$ cat src/rtl/dst_send_ctrl.sv
// Drains a finished result batch from the dst buffer and streams it out over valid/ready.
// A 2-entry skid FIFO (with bypass of the returning read word) decouples buffer reads from backpressure.
module dst_send_ctrl #(
    parameter int DATA_W = 32,
    parameter int DEPTH  = 16,
    parameter int ADDR_W = (DEPTH > 1) ? $clog2(DEPTH) : 1
) (
    input  logic              clk,
    input  logic              rst_n,
    input  logic              run,
    input  logic              s_fin_in,
    output logic              dst_ready,
    output logic              buf_rden,
    output logic [ADDR_W-1:0] buf_raddr,
    input  logic [DATA_W-1:0] buf_rdata,
    output logic              m_valid,
    input  logic              m_ready,
    output logic [DATA_W-1:0] m_data,
    output logic              m_last,
    output logic [15:0]       batch_cnt,
    output logic              err_overrun
);

    localparam int CNT_W = $clog2(DEPTH + 1);

    typedef enum logic {IDLE = 1'b0, STREAM = 1'b1} state_t;

    state_t            state, state_nxt;
    logic [CNT_W-1:0]  rd_cnt;
    logic [ADDR_W-1:0] out_cnt;
    logic              rd_pend;
    logic [1:0]        fcnt;
    logic [DATA_W-1:0] f0, f1;
    logic [2:0]        occ;
    logic              xfer, last_xfer, start, push_st, pop_st;

    // The word returning from the buffer counts as FIFO content in the cycle it arrives.
    assign m_valid   = (fcnt != 2'd0) | rd_pend;
    assign m_data    = (fcnt != 2'd0) ? f0 : buf_rdata;
    assign xfer      = m_valid & m_ready;
    assign last_xfer = xfer & (out_cnt == ADDR_W'(DEPTH - 1));
    assign m_last    = m_valid & (out_cnt == ADDR_W'(DEPTH - 1));
    assign occ       = {1'b0, fcnt} + {2'b00, rd_pend};
    assign buf_raddr = rd_cnt[ADDR_W-1:0];
    assign dst_ready = (state == IDLE) & run & rst_n;

    always_ff @(posedge clk or negedge rst_n) begin
        if (!rst_n)      state <= IDLE;
        else if (!run)   state <= IDLE;
        else             state <= state_nxt;
    end

    always_comb begin
        state_nxt = state;
        buf_rden  = 1'b0;
        start     = 1'b0;
        case (state)
            IDLE: begin
                if (s_fin_in) begin
                    state_nxt = STREAM;
                    start     = 1'b1;
                end
            end
            STREAM: begin
                buf_rden = (rd_cnt < CNT_W'(DEPTH)) && (occ < 3'd2);
                if (last_xfer) state_nxt = IDLE;
            end
            default: state_nxt = IDLE;
        endcase
    end

    always_ff @(posedge clk or negedge rst_n) begin
        if (!rst_n) begin
            rd_cnt      <= '0;
            out_cnt     <= '0;
            rd_pend     <= 1'b0;
            err_overrun <= 1'b0;
            batch_cnt   <= '0;
        end else if (!run) begin
            rd_cnt      <= '0;
            out_cnt     <= '0;
            rd_pend     <= 1'b0;
            err_overrun <= 1'b0;
        end else begin
            rd_pend <= buf_rden;
            if (start) begin
                rd_cnt  <= '0;
                out_cnt <= '0;
            end else begin
                if (buf_rden) rd_cnt  <= rd_cnt + CNT_W'(1);
                if (xfer)     out_cnt <= out_cnt + ADDR_W'(1);
            end
            if (s_fin_in && state == STREAM) err_overrun <= 1'b1;
            if (last_xfer) batch_cnt <= batch_cnt + 16'd1;
        end
    end

    // A returning word bypassed straight out is never stored.
    assign pop_st  = xfer & (fcnt != 2'd0);
    assign push_st = rd_pend & ~(xfer & (fcnt == 2'd0));

    always_ff @(posedge clk or negedge rst_n) begin
        if (!rst_n) begin
            fcnt <= 2'd0;
            f0   <= '0;
            f1   <= '0;
        end else if (!run) begin
            fcnt <= 2'd0;
        end else begin
            case ({push_st, pop_st})
                2'b01: begin
                    f0   <= f1;
                    fcnt <= fcnt - 2'd1;
                end
                2'b10: begin
                    if (fcnt == 2'd0) f0 <= buf_rdata;
                    else              f1 <= buf_rdata;
                    fcnt <= fcnt + 2'd1;
                end
                2'b11: begin
                    if (fcnt == 2'd1) begin
                        f0 <= buf_rdata;
                    end else begin
                        f0 <= f1;
                        f1 <= buf_rdata;
                    end
                end
                default: ;
            endcase
        end
    end

endmodule

$ cat config.mk
export PLATFORM = sky130hd
export DESIGN_NAME = dst_send_ctrl
export DESIGN_NICKNAME = d
export VERILOG_FILES = /design/src/rtl/dst_send_ctrl.sv
export SDC_FILE = /design/constraint.sdc
export NUM_CORES = 1
export LEC_CHECK = 0
export BUFFER_PORTS_ARGS = -buffer_cell sky130_fd_sc_hd__buf_4
export CORE_MARGIN = 5
export CORE_UTILIZATION = 50
export CTS_BUF_LIST = sky130_fd_sc_hd__clkbuf_16
export CTS_CLUSTER_DIAMETER = 60
export CTS_CLUSTER_SIZE = 10
export DETAILED_ROUTE_END_ITERATION = 10
export GPL_TIMING_DRIVEN = 0
export PLACE_DENSITY_LB_ADDON = 0.1
export SLEW_MARGIN = 30
export SYNTH_ARGS = -nofsm -noshare
export SYNTH_HDL_FRONTEND = slang
export SYNTH_SLANG_ARGS = --single-unit
$ cat constraint.sdc
create_clock -name clk -period 3.2 [get_ports clk]
set_input_delay 0.96 -clock clk [delete_from_list [all_inputs] [get_ports clk]]
set_output_delay 0.96 -clock clk [all_outputs]
set_load 0.01 [all_outputs]
==> reports/metrics.csv <==
metric;value;unit
Clock Path Buffers;2;
die height;106;um
die area;0.0112;sq mm
Post-synth top cells;94 x dfrtp_1, 65 x mux2_2, 43 x nand2_1, 33 x mux2i_1, 25 x o21ai_0;
Finished Layout Cells;605;
fin worst setup slack;172;ps
fin util;63.0;%
FF+latch count, synth;94;
routed wire length;9420;um
nets;531;
Post-Syn Area;0.00460;sq mm
post-synthesis mux area share;23.4;%
combinational family with the most area after synthesis;multiplexers;
Setup crit start kind;flop;
layout cell share with drive strength beyond 1;39.7;%
antenna violations before repair;0;
adder-cell share of the synthesized area;1.36;%
most numerous cell in the Yosys netlist;dfrtp_1;
Post-Synth Simple-Gate Area;10.5;%
Post-Synth XOR/XNOR Area;3.62;%
Period minus WS final;3030;ps
first-pass GRT wire length;16300;um
clk slew on worst S/H paths;70;ps
Starting Density;50.5;%
relative slew slack;65.5;%
clk root buf;clkbuf_16;
power per cell area;781;mW/mm^2
H-tree Lvls;3;
worst hold margin;473;ps
Final HPWL DP;6610;um
top cell type's share of synthesized area;51.2;%
ANT nets after route;0;
placed cell area;0.00542;sq mm
DR vias/cell;5.26;
syn avg cell area;11.9;sq um
Final Hold Viols;0;
grt ovf;0;
CP arrival;2070;ps
Hold Crit Depth;1;
cell total after placement;588;
Port Buffer Count;91;
via count;3183;
Placer Congestion;0.767;
TritonCTS clock tree;done;
DRT Pass-1 Iters;4;
worst-path fanout max;10;
Leakage;2.69;nW
Die X-Extent;106;um
RSZ-0062 raised after global routing;false;
FMAX;0.330;GHz
largest net degree at the start of global routing;96;
routed len/inst;15.6;um
Slew @ Worst Pin;517;ps
clk sink count;94;
CTS Hold Bufs;0;
gr usage total;17.9;%
Worst EP required;2240;ps
Seq/Total Area, Yosys;51.2;%
share of flip-flops with an asynchronous set or reset;100;%
Area growth, synth to finish;24.8;%
IR drop worst, VDD;345;uV
Layout Skew;9.50;ps
vias in the first global route;3277;
# diodes;0;
Final Instance Area;0.00574;sq mm
critical path type;flop to primary output;
CP Capture Type;primary output;
clock latency on the worst-skew pair;330;ps
max-capacitance violation count;0;
FF-to-FF path depth;8;
leading area contributor after synthesis;dfrtp_1;
DRC;0;
Post-synth EDFFs;0;
status;finished, final reports clean;
Hold Path Class;flop to flop;
Syn Inst Count;386;
Rows;35;
1st-iter DRT viols;92;
final setup vio count;0;
Synth Warn #;0;
Cell variety after synth;41;
crit share post-route;94.6;%
top cells by area, synth;dfrtp_1 51%, mux2_2 16%, mux2i_1 7.2%, nand2_1 3.5%, xnor2_1 3.0%;
Setup WS pre-CTS;187;ps
FF-to-FF setup slack;990;ps
I/O pins;94;
core region area;0.00911;sq mm
total CTS buffers;9;
Synthesized Nets;428;
Main synth FF type;dfrtp_1;
Slew Viols, Final;0;
compound-cell area share of the yosys netlist;6.29;%
-- kinds of logic (layout without fill, tap and decap cells) --
kind of cell / Yosys count / in the layout
buffers and inverters: 32 / 140
muxes: 99 / 99
and+or+nand+nor: 91 / 91
DFF: 94 / 94
adders and majority gates: 5 / 5
xor gates and xnor gates: 19 / 19
AOI/OAI and AO/OA: 46 / 46
-- power breakdown --
group	total, mW	switching (mW)	leakage (nW)	internal [mW]
sequential	1.73	0.183	1.24	1.55
combinational	1.76	0.805	1.32	0.958
clock	0.985	0.455	0.139	0.530
-- registers in the layout, summed over array words and instances, names as in the netlist --
name / flops
batch_cnt: 16
f0: 32
out_cnt: 4
rd_pend: 1
rd_cnt: 5
state: 1
err_overrun: 1
fcnt: 2
f1: 32
-- metrics by stage --
| step | setup TNS (ps) | total power, mW |
|---|---|---|
| global route | 0 | 4.80 |
| finish | 0 | 4.48 |
| floorplan | 0 | 2.86 |
| global placement | -109 | 3.46 |
| CTS | 0 | 4.53 |
| detailed placement | 0 | 3.52 |
-- critical path, stage by stage, from the launching register on --
cell,delay (ps)
dfrtp_1,420
inv_1,130
ha_1,180
buf_2,220
clkbuf_4,270
mux2_2,370
buf_4,150
-- layout make-up --
cell class | count | area, sq um
Buffer | 25 | 154
Inverter | 7 | 26.3
Timing Repair Buffer | 92 | 714
Clock inverter | 7 | 51.3
Multi-Input combinational cell | 260 | 2080
Fill cell | 762 | 3370
Sequential cell | 94 | 2350
Clock buffer | 9 | 225
Tap cell | 111 | 139
-- worst paths after layout --
check | start | to
worst max register to register | fcnt[0] | f0[16]
min in group asynchronous | rst_n | f0[22]
worst min register to register | batch_cnt[15] | batch_cnt[15]
worst min-delay path | batch_cnt[15] | batch_cnt[15]
max in group asynchronous | rst_n | f1[29]
worst max-delay path | fcnt[1] | m_data[27]
-- cells in the final DEF (no fill, tap or decap), types with 2 or more instances in the layout --
master      n
buf_6       4
ha_1        5
xor2_1      3
and4_1      3
mux2i_1    33
o211ai_1    2
nand3_1    13
o21ai_1     9
nand4_1     6
clkbuf_16   9
o21ai_0    25
xnor2_1    16
clkinv_4    4
clkbuf_4    2
a21oi_1     4
nand2b_1    2
nand2_1    43
inv_1       7
nand4b_1    2
nor2_1      6
buf_4      96
nor2b_1     2
clkbuf_1    7
dfrtp_1    94
and3_1      5
mux2_2     65
nor3_1      2
buf_2       6
-- routing by layer --
layer	wire (um)	global-route usage, %	up-vias
li1	-	-	1564
met5	0	0	-
met4	134	5.92	0
met1	4390	24.1	1535
met3	344	2.63	12
met2	4550	29.6	72
-- what timing repair did --
item,in CTS,in global routing
pin swaps,0,0
hold endpoints to repair,0,0
setup endpoints to repair,30,30
buffers inserted,0,0
gates resized for setup,3,4
Note: power is estimated with default switching activity, not from simulation.
